`config.mk`:
```
export PLATFORM = sky130hd
export DESIGN_NAME = ps2_kbd_ctrl_flat
export DESIGN_NICKNAME = d
export VERILOG_FILES = /design/src/rtl/ps2_pkg.sv /design/src/rtl/ps2_kbd_ctrl_if.sv /design/src/rtl/ps2_evt_fifo.sv /design/src/rtl/ps2_kbd_ctrl.sv /design/src/flat_wrapper.sv
export SDC_FILE = /design/constraint.sdc
export NUM_CORES = 1
export LEC_CHECK = 0
export ABC_CLOCK_PERIOD_IN_PS = 3010
export CORE_AREA = 2 2 94 96
export DETAILED_ROUTE_END_ITERATION = 7
export DIE_AREA = 0 0 96 98
export PLACE_DENSITY_LB_ADDON = 0.2
export SLEW_MARGIN = 10
export SYNTH_ARGS = -nofsm -noshare
export SYNTH_HDL_FRONTEND = slang
export SYNTH_SLANG_ARGS = --single-unit
```
`constraint.sdc`:
```
create_clock -name clk -period 3.01 [get_ports clk]
set_input_delay 0.602 -clock clk [delete_from_list [all_inputs] [get_ports clk]]
set_output_delay 0.602 -clock clk [all_outputs]
set_load 0.01 [all_outputs]
```
`src/rtl/ps2_pkg.sv`:
```
// Shared constants, FSM state encoding and event packing for the PS/2 keyboard receive path.
// Events are {ext, brk, code[7:0]}.
package ps2_pkg;

  localparam logic [7:0] PS2_EXT = 8'hE0;
  localparam logic [7:0] PS2_BRK = 8'hF0;
  localparam int         EVT_EXT = 9;
  localparam int         EVT_BRK = 8;
  localparam int         EVT_W   = 10;

  typedef enum logic [1:0] {
    ST_IDLE    = 2'd0,
    ST_EXT     = 2'd1,
    ST_BRK     = 2'd2,
    ST_EXT_BRK = 2'd3
  } ps2_state_e;

  function automatic logic [EVT_W-1:0] mk_evt(input logic ext, input logic brk,
                                              input logic [7:0] code);
    logic [EVT_W-1:0] e;
    e          = '0;
    e[EVT_EXT] = ext;
    e[EVT_BRK] = brk;
    e[7:0]     = code;
    return e;
  endfunction

endpackage

```
`src/rtl/ps2_kbd_ctrl_if.sv`:
```
// Byte-receiver/CPU side bundle of the keyboard controller.
// The master drives the strobes; the slave is the controller.
interface ps2_kbd_ctrl_if #(parameter int DEPTH = 8);

  localparam int CW = $clog2(DEPTH + 1);

  logic          rx_valid;
  logic [7:0]    rx_code;
  logic          rd_en;
  logic          irq_en;
  logic          ovf_clr;
  logic [9:0]    evt_data;
  logic          empty;
  logic [CW-1:0] count;
  logic          overflow;
  logic          irq;

  modport master (
    output rx_valid, rx_code, rd_en, irq_en, ovf_clr,
    input  evt_data, empty, count, overflow, irq
  );

  modport slave (
    input  rx_valid, rx_code, rd_en, irq_en, ovf_clr,
    output evt_data, empty, count, overflow, irq
  );

endinterface

```
`src/rtl/ps2_evt_fifo.sv`:
```
// First-word fall-through event FIFO: a push is visible at the head one cycle later.
// A full FIFO takes a push only together with a pop; a pop while empty is ignored.
module ps2_evt_fifo #(
  parameter  int DEPTH = 8,
  parameter  int WIDTH = 10,
  localparam int AW    = $clog2(DEPTH),
  localparam int CW    = $clog2(DEPTH + 1)
) (
  input  logic             clk,
  input  logic             reset_n,
  input  logic             push_i,
  input  logic [WIDTH-1:0] push_dat_i,
  input  logic             pop_i,
  output logic             full_o,
  output logic             empty_o,
  output logic [CW-1:0]    count_o,
  output logic [WIDTH-1:0] head_dat_o
);

  logic [WIDTH-1:0] mem_q [DEPTH];
  logic [AW-1:0]    wr_ptr_q, rd_ptr_q;
  logic [CW-1:0]    count_q;
  logic             push_ok, pop_ok;

  assign empty_o = (count_q == '0);
  assign full_o  = (count_q == CW'(DEPTH));
  assign pop_ok  = pop_i && !empty_o;
  assign push_ok = push_i && (!full_o || pop_ok);

  always_ff @(posedge clk or negedge reset_n) begin
    if (!reset_n) begin
      wr_ptr_q <= '0;
      rd_ptr_q <= '0;
      count_q  <= '0;
    end else begin
      if (push_ok) wr_ptr_q <= wr_ptr_q + 1'b1;
      if (pop_ok)  rd_ptr_q <= rd_ptr_q + 1'b1;
      case ({push_ok, pop_ok})
        2'b10:   count_q <= count_q + 1'b1;
        2'b01:   count_q <= count_q - 1'b1;
        default: count_q <= count_q;
      endcase
    end
  end

  always_ff @(posedge clk) begin
    if (push_ok) mem_q[wr_ptr_q] <= push_dat_i;
  end

  // Stale storage survives reset, so the head is masked while nothing is queued.
  assign head_dat_o = empty_o ? '0 : mem_q[rd_ptr_q];
  assign count_o    = count_q;

endmodule

```
`src/rtl/ps2_kbd_ctrl.sv`:
```
// Folds E0/F0 prefixes into {ext,brk,code} events queued for the CPU; push on the final byte's edge,
// visible next cycle, irq one cycle later. A full FIFO drops events and sets sticky overflow.
module ps2_kbd_ctrl
  import ps2_pkg::*;
#(
  parameter int DEPTH   = 8,
  parameter int TIMEOUT = 500000
) (
  input  logic           clk,
  input  logic           reset_n,
  ps2_kbd_ctrl_if.slave  bus
);

  localparam int TW = (TIMEOUT > 1) ? $clog2(TIMEOUT) : 1;

  ps2_state_e       state_q, state_d;
  logic [TW-1:0]    timer_q, timer_d;
  logic             ovf_q, ovf_d;
  logic             irq_q, irq_d;
  logic             push;
  logic [EVT_W-1:0] push_dat;
  logic             is_ext, is_brk, drop;
  logic             fifo_full, fifo_empty;

  assign is_ext = (bus.rx_code == PS2_EXT);
  assign is_brk = (bus.rx_code == PS2_BRK);

  always_ff @(posedge clk or negedge reset_n) begin
    if (!reset_n) begin
      state_q <= ST_IDLE;
      timer_q <= '0;
      ovf_q   <= 1'b0;
      irq_q   <= 1'b0;
    end else begin
      state_q <= state_d;
      timer_q <= timer_d;
      ovf_q   <= ovf_d;
      irq_q   <= irq_d;
    end
  end

  always_comb begin
    state_d = state_q;
    timer_d = timer_q;
    if (bus.rx_valid) begin
      timer_d = '0;
      case (state_q)
        ST_IDLE:    state_d = is_ext ? ST_EXT : (is_brk ? ST_BRK : ST_IDLE);
        ST_EXT:     state_d = is_brk ? ST_EXT_BRK : (is_ext ? ST_EXT : ST_IDLE);
        ST_BRK:     state_d = is_ext ? ST_EXT_BRK : (is_brk ? ST_BRK : ST_IDLE);
        ST_EXT_BRK: state_d = (is_ext || is_brk) ? ST_EXT_BRK : ST_IDLE;
        default:    state_d = ST_IDLE;
      endcase
    end else if (state_q != ST_IDLE) begin
      // A prefix with no follow-up byte is abandoned rather than glued to a later key.
      if (timer_q == TW'(TIMEOUT - 1)) begin
        state_d = ST_IDLE;
        timer_d = '0;
      end else begin
        timer_d = timer_q + 1'b1;
      end
    end
  end

  always_comb begin
    push     = bus.rx_valid && !is_ext && !is_brk;
    push_dat = mk_evt((state_q == ST_EXT) || (state_q == ST_EXT_BRK),
                      (state_q == ST_BRK) || (state_q == ST_EXT_BRK),
                      bus.rx_code);
  end

  // Full implies non-empty, so any rd_en frees the slot the push needs.
  assign drop  = push && fifo_full && !bus.rd_en;
  assign ovf_d = drop ? 1'b1 : (bus.ovf_clr ? 1'b0 : ovf_q);
  assign irq_d = bus.irq_en && !fifo_empty;

  ps2_evt_fifo #(.DEPTH(DEPTH), .WIDTH(EVT_W)) u_fifo (
    .clk        (clk),
    .reset_n    (reset_n),
    .push_i     (push),
    .push_dat_i (push_dat),
    .pop_i      (bus.rd_en),
    .full_o     (fifo_full),
    .empty_o    (fifo_empty),
    .count_o    (bus.count),
    .head_dat_o (bus.evt_data)
  );

  assign bus.empty    = fifo_empty;
  assign bus.overflow = ovf_q;
  assign bus.irq      = irq_q;

endmodule

```
`src/flat_wrapper.sv`:
```
// flat-port wrapper written by rule: the top's interface ports become plain ports
module ps2_kbd_ctrl_flat import ps2_pkg::*;
#(
  parameter int DEPTH   = 8,
  parameter int TIMEOUT = 500000
)
  (clk, reset_n, bus_rx_valid, bus_rx_code, bus_rd_en, bus_irq_en, bus_ovf_clr, bus_evt_data, bus_empty, bus_count, bus_overflow, bus_irq);
  ps2_kbd_ctrl_if #(.DEPTH(DEPTH)) bus_i ();
  input  logic clk;
  input  logic reset_n;
  input wire logic [$bits(bus_i.rx_valid)-1:0] bus_rx_valid;
  input wire logic [$bits(bus_i.rx_code)-1:0] bus_rx_code;
  input wire logic [$bits(bus_i.rd_en)-1:0] bus_rd_en;
  input wire logic [$bits(bus_i.irq_en)-1:0] bus_irq_en;
  input wire logic [$bits(bus_i.ovf_clr)-1:0] bus_ovf_clr;
  output wire logic [$bits(bus_i.evt_data)-1:0] bus_evt_data;
  output wire logic [$bits(bus_i.empty)-1:0] bus_empty;
  output wire logic [$bits(bus_i.count)-1:0] bus_count;
  output wire logic [$bits(bus_i.overflow)-1:0] bus_overflow;
  output wire logic [$bits(bus_i.irq)-1:0] bus_irq;
  assign bus_i.rx_valid = bus_rx_valid;
  assign bus_i.rx_code = bus_rx_code;
  assign bus_i.rd_en = bus_rd_en;
  assign bus_i.irq_en = bus_irq_en;
  assign bus_i.ovf_clr = bus_ovf_clr;
  assign bus_evt_data = bus_i.evt_data;
  assign bus_empty = bus_i.empty;
  assign bus_count = bus_i.count;
  assign bus_overflow = bus_i.overflow;
  assign bus_irq = bus_i.irq;
  ps2_kbd_ctrl #(.DEPTH(DEPTH), .TIMEOUT(TIMEOUT)) u_core (.clk(clk), .reset_n(reset_n), .bus(bus_i));
endmodule
```
## Word-level counts from Yosys, hierarchy flattened

Memory sizes are Yosys's and may differ from the RTL's.
Cells that the tools add are included.

| word-level totals | value |
|---|---|
| memories | 1 |
| output and inout port bits | 17 |
| register bits | 33 |
| ROM bits | 0 |
| memory bits (writable) | 80 |
| latch bits | 0 |

Memory list:

| name | words | bits a word | rd ports | clocked after memory_dff | write ports | line | RTL |
|---|---|---|---|---|---|---|---|
| u_core.u_fifo.mem_q | 8 | 10 | 1 | 0 | 1 | ps2_evt_fifo.sv:20 | `logic [WIDTH-1:0] mem_q [DEPTH];` |

| cells by class | value |
|---|---|
| multiplexer cells | 19 |
| multipliers | 0 |
| eq/ne operators | 9 |
| reduce and logical (&&, ||, !) cells | 24 |
| add/sub/neg operators | 5 |
| shift operators | 0 |
| bitwise gates (word level) | 0 |
| divide/modulo/power cells | 0 |
| $lt $le $gt $ge | 0 |

Operator list:

| operator | count |
|---|---|
| 2-to-1 mux 19 bit | 3 |
| adder 19 x 1 -> 19 bit, second input constant | 1 |
| == test 19 bit, second input constant | 1 |
| == test 8 bit, second input constant | 2 |
| 2-to-1 mux 2 bit | 8 |
| 2-to-1 mux 10 bit | 1 |
| nonzero test 2 bit | 5 |
| one-hot mux 2 bit (4 select lines) | 1 |
| one-hot mux 4 bit (2 select lines) | 1 |
| logical AND 1 bit | 7 |
| adder 3 x 1 -> 3 bit, second input constant | 2 |
| == test 2 bit, second input constant | 3 |
| zero test 1 bit | 5 |
| 2-to-1 mux 1 bit | 5 |
| adder 4 x 1 -> 4 bit, second input constant | 1 |
| == test 2 x 1 -> 1 bit, second input constant | 2 |
| == test 4 bit, second input constant | 1 |
| zero test 4 bit | 1 |
| logical OR 1 bit | 4 |
| subtractor 4 x 1 -> 4 bit, second input constant | 1 |
| zero test 2 bit | 1 |
| AND reduction 2 bit | 1 |

## Longest topological paths before layout

| depth | value |
|---|---|
| depth after elaboration | 7 |
| depth in mapped cells | 8 |
| depth with buffers taken out | 8 |

## Cells and area by module

A second synthesis with hierarchy kept.

| second synthesis, totals | value |
|---|---|
| cells, all modules | 339 |
| area total of the unflattened synthesis | 4976.0 um2 |

By module, submodules not included:

| module | instances | seq. area each (um2) | cells an instance | area each (um2) |
|---|---|---|---|---|
| ps2_evt_fifo | 1 | 2652.5 | 191 | 3678.5 |
| ps2_kbd_ctrl | 1 | 575.6 | 148 | 1297.5 |

## Worst setup path after synthesis

Ideal clock, no wire load.

| timing path | value |
|---|---|
| path kind | input port to flip-flop |
| from | input port bus_rx_code[6] |
| to | memory u_core.u_fifo.mem_q[2][0] (enable) |
| required time | 2618 ps |
| path buffers | 0 |
| data arrival time | 2168 ps |
| stages | 4 |
| slack | 450 ps |
| path through | nand3_1 > o21ai_4 > or3_2 > nor3b_1 |

| on the way | value |
|---|---|
| longest elaborated chain between the ends | 7 |

Ends and longest elaborated chain:

| what | line | RTL |
|---|---|---|
| start, declared | flat_wrapper.sv:12 | `input wire logic [$bits(bus_i.rx_code)-1:0] bus_rx_code;` |
| == test 8 bit | ps2_kbd_ctrl.sv:25 | `assign is_ext = (bus.rx_code == PS2_EXT);` |
| zero test 1 bit | ps2_kbd_ctrl.sv:66 | `push = bus.rx_valid && !is_ext && !is_brk;` |
| logical AND 1 bit | ps2_kbd_ctrl.sv:66 |  |
| logical AND 1 bit (*) | ps2_kbd_ctrl.sv:66 |  |
| logical AND 1 bit (*) | ps2_evt_fifo.sv:28 | `assign push_ok = push_i && (!full_o \|\| pop_ok);` |
| 2-to-1 mux 1 bit (*) | ps2_evt_fifo.sv:47 | `if (push_ok) mem_q[wr_ptr_q] <= push_dat_i;` |
| 2-to-1 mux 1 bit (implied by the code) (*) | ps2_evt_fifo.sv:47 |  |
| end, declared | ps2_evt_fifo.sv:20 |  |

Every way passes the cells marked *; elsewhere a longest branch is shown, timed or not.

## Worst setup path after layout

| timing path | value |
|---|---|
| from | register u_core.u_fifo.count_q[2] (netlist: u_core.u_fifo.count_o[2]) |
| to | output port bus_evt_data[5] |

| on the way | value |
|---|---|
| longest elaborated chain between the ends | 2 |

Ends and longest elaborated chain:

| what | line | RTL |
|---|---|---|
| start, declared | ps2_evt_fifo.sv:22 | `logic [CW-1:0] count_q;` |
| start signal, assigned | ps2_evt_fifo.sv:39 | `2'b10: count_q <= count_q + 1'b1;` |
| start signal, assigned | ps2_evt_fifo.sv:40 | `2'b01: count_q <= count_q - 1'b1;` |
| start signal, assigned | ps2_evt_fifo.sv:41 | `default: count_q <= count_q;` |
| zero test 4 bit | ps2_evt_fifo.sv:25 | `assign empty_o = (count_q == '0);` |
| 2-to-1 mux 10 bit | ps2_evt_fifo.sv:51 | `assign head_dat_o = empty_o ? '0 : mem_q[rd_ptr_q];` |
| end, declared | flat_wrapper.sv:16 | `output wire logic [$bits(bus_i.evt_data)-1:0] bus_evt_data;` |

No other way between the ends.

==> summary.log <==
[job] max-cap check violation count 0
[timing] worst clock skew 0.00626 ns
[timing] Min Clock Period, post-route 2.90 ns
[worst_hold_path] type of the most critical hold path reg -> reg
[cts] clk root buf sky130_fd_sc_hd__clkbuf_8
[setup_path] type of origin of the critical path flop
[timing] hold violation count in the final report 0
[floorplanning] IO Count 31
[global_routing] overall fraction of global-route tracks in use 0.238
[timing] Setup Total Neg Slack 0 ns
[synth] post-synthesis mux area share 0.122
[synth] Avg Inst Size Synth 15.4 µm²
[setup_path] arrival time at the worst endpoint 2.30 ns
[cts] CTS tree done
[power] worst ir drop on vdd 0.436 mV
[setup_path] flop2flop setup slack 0.90 ns
[global_routing] via count of the first global-routing pass 2967
[global_routing] maximum number of pins on one net before global-route repair 34
[timing] unrepaired setup endpoints after global routing no
[cts] number of buffers on the longest clock path 2
[final_layout] proportion of layout cells with a drive suffix above 1 0.252
[placement] Port-buffer cells 30
[synth] compound-gate portion of the synthesized area 0.0535
[detailed_routing] Via density 5.79
[power] switching share of power 0.278
[timing] final hold slack 0.525 ns
[synth] adder and majority gate portion of the synthesized area 0.0102
[floorplanning] full die area 9410 µm²
[synth] post-synthesis share of cell area spent on xor and xnor gates 0.0233
[power] static leakage power 2.34 nW
[synth] total of warnings raised by yosys 0
[floorplanning] initial cell density of the core 0.577
[cts] worst skew pair latency 0.50 ns
[cts] clock sink total 113
[placement] worst slack at placement 0.00113 ns
[global_routing] residual overflow from global routing 0
[setup_path] largest driver fanout on the critical path 11
[synth] leading register cell type out of synthesis sky130_fd_sc_hd__edfxtp_1
[global_routing] fraction of met2 tracks used by global routing 0.401
[final_layout] Area growth, synth to finish 25.0%
[detailed_routing] total number of vias 2924
[placement] placed cell areas 5510 µm²
[timing] part of the cycle the worst path needs 0.965
[synth] dominant combinational cell family by area after synthesis multiplexers
[detailed_routing] TritonRoute pass-1 iters 4
[synth] simple logic cell fraction of the synthesized area 0.116
[cts] Clock transition at path regs 0.05 ns
[detailed_routing] final antenna-violating net count 0
[timing] final count of pins violating max slew 0
[synth] number of nets in the synthesized netlist 335
[synth] count of flip-flops with a built-in enable after synthesis 80
[power] sequential share of power 0.372
[cts] Clock H-tree levels 4
[timing] Slew Limit Headroom 0.320
[detailed_routing] DRC violation count after routing 0
[final_layout] final core area utilization 0.721
[final_layout] final antenna diode count 0
[power] Clk network pwr share 0.335
[power] post-route total power 5.44 mW
[global_routing] global-route wire length before repair 16300 µm
[placement] routability congestion estimate from global placement 0.849
[global_routing] antenna violations before repair 0
[status] outcome complete, no violations
[cts] hold buffers post-CTS 0
[synth] register bit count reported by yosys 113
[detailed_routing] initial DRC count 169
[final_layout] Final Net Count 402
[timing] setup violators final 0
[power] PwrDens 891 nW/µm²
[final_layout] most common library cell in the layout ignoring fill and taps sky130_fd_sc_hd__edfxtp_1
[floorplanning] horizontal die dimension 96 µm
[placement] number of cells after detailed placement 472
[power] switching component of the power 1.51 mW
[global_routing] M1 GR Usage 0.302
[synth] post-synthesis cell type count 57
[global_routing] global routing met3 resource utilization 0.0548
[detailed_routing] DR WL/cell 20.0 µm
[timing] slew of the pin with the lowest slew margin 1.02 ns
[placement] placed wire-length estimate 6300 µm
[cts] CTS Buf Count 17
[setup_path] required time of the critical path 2.41 ns
[synth] post-synth design cell area 4880 µm²
[detailed_routing] post-detailed-routing wire length 10100 µm
[synth] sequential element share of the synthesized area 0.661
[setup_path] type of the worst setup path reg -> out
[synth] Cells after Synth 317
[floorplanning] area of the placeable core 8470 µm²
[floorplanning] die extent in y 98 µm
[final_layout] post-route standard cell area excluding fillers 6110 µm²
[power] P_int 3.93 mW
[final_layout] commonest cells after routing, fill and taps aside sky130_fd_sc_hd__edfxtp_1 (80), sky130_fd_sc_hd__dfrtp_1 (31), sky130_fd_sc_hd__nor2_1 (30)
[floorplanning] Placement Rows 34
[timing] smallest setup slack after layout 0.105 ns
[power] combinational power share 0.292
[timing] top achievable clock speed 0.344 GHz
[global_routing] most utilized layer in the global route result met2
[setup_path] crit end category primary output
[final_layout] final instance count without filler cells 505
[synth] proportion of register bits with asynchronous set or reset after synthesis 0.292
## worst paths after layout
path | from | end | cells after the start
max | u_core.u_fifo.count_o[2]$_DFFE_PN0P_ | bus_evt_data[5] | 5
min | u_core.bus.overflow$_DFFE_PN0P_ | u_core.bus.overflow$_DFFE_PN0P_ | 2
max reg2reg | u_core.u_fifo.count_o[2]$_DFFE_PN0P_ | u_core.u_fifo.count_o[1]$_DFFE_PN0P_ | 6
min reg2reg | u_core.bus.overflow$_DFFE_PN0P_ | u_core.bus.overflow$_DFFE_PN0P_ | 2
max in group asynchronous | reset_n | u_core.u_fifo.count_o[2]$_DFFE_PN0P_ | 2
min in group asynchronous | reset_n | u_core.u_fifo.rd_ptr_q[2]$_DFFE_PN0P_ | 2
## power by group through the flow
stage               logic (mW)  clock network (mW)  registers (mW)
floorplan                0.913                   0            2.00
global placement          1.51                   0            2.03
detailed placement        1.54                   0            2.04
CTS                       1.58                1.85            2.02
global route              1.72                1.93            2.05
finish                    1.59                1.82            2.03
## logic make-up (layout without fill, tap and decap cells)
kind of cell    Yosys count  in the layout
compound gates           35             35
flops                   113            113
fa+ha+maj                 4              4
mux                      34             34
xor+xnor                 13             13
simple gates            101            101
buf+inv                  17             97
## worst max-delay path, cell delays in order (launching register included)
cell and delay, ns:
sky130_fd_sc_hd__dfrtp_2 0.45, sky130_fd_sc_hd__or4_4 0.58, sky130_fd_sc_hd__inv_1 0.09, sky130_fd_sc_hd__buf_6 0.15, sky130_fd_sc_hd__nor2_1 0.06, sky130_fd_sc_hd__clkdlybuf4s50_1 0.47
## per-layer routing
metal	wire [µm]	up-vias
met2	5460	68
met4	80	0
met5	0	-
met3	419	7
li1	-	1370
met1	4130	1479
## registers in the layout, indices dropped and copies added, names as in the netlist
| signal | count |
|---|---|
| u_core.bus.irq | 1 |
| u_core.bus.overflow | 1 |
| u_core.state_q | 2 |
| u_core.timer_q | 19 |
| u_core.u_fifo.count_o | 4 |
| u_core.u_fifo.mem_q | 80 |
| u_core.u_fifo.rd_ptr_q | 3 |
| u_core.u_fifo.wr_ptr_q | 3 |
## synthesized netlist by cell type, drive strengths merged (6+ instances only)
library cell / instances / share of area
edfxtp: 80 / 0.49
dfrtp: 33 / 0.17
nor2: 32 / 0.026
mux4: 20 / 0.092
nand2: 20 / 0.016
mux2i: 11 / 0.023
clkbuf: 9 / 0.0069
nand3: 9 / 0.010
o21ai: 8 / 0.011
nor3: 7 / 0.0072
xor2: 7 / 0.013
xnor2: 6 / 0.011
## repair_timing
item                       4_1_cts  5_1_grt
hold endpoints to repair         0        0
setup buffers                    0        0
resized for setup                2        7
setup endpoints to repair       11       11
gates cloned                     0        1
## final cells by class
class	count	area, µm²
timing repair buffer	60	582
clock inverter	12	118
tap	108	135
fill	536	2360
multi-input combinational	187	1600
clock buffer	20	425
sequential	113	3230
inverter	5	18.8
(Power assumes the default switching activity.)
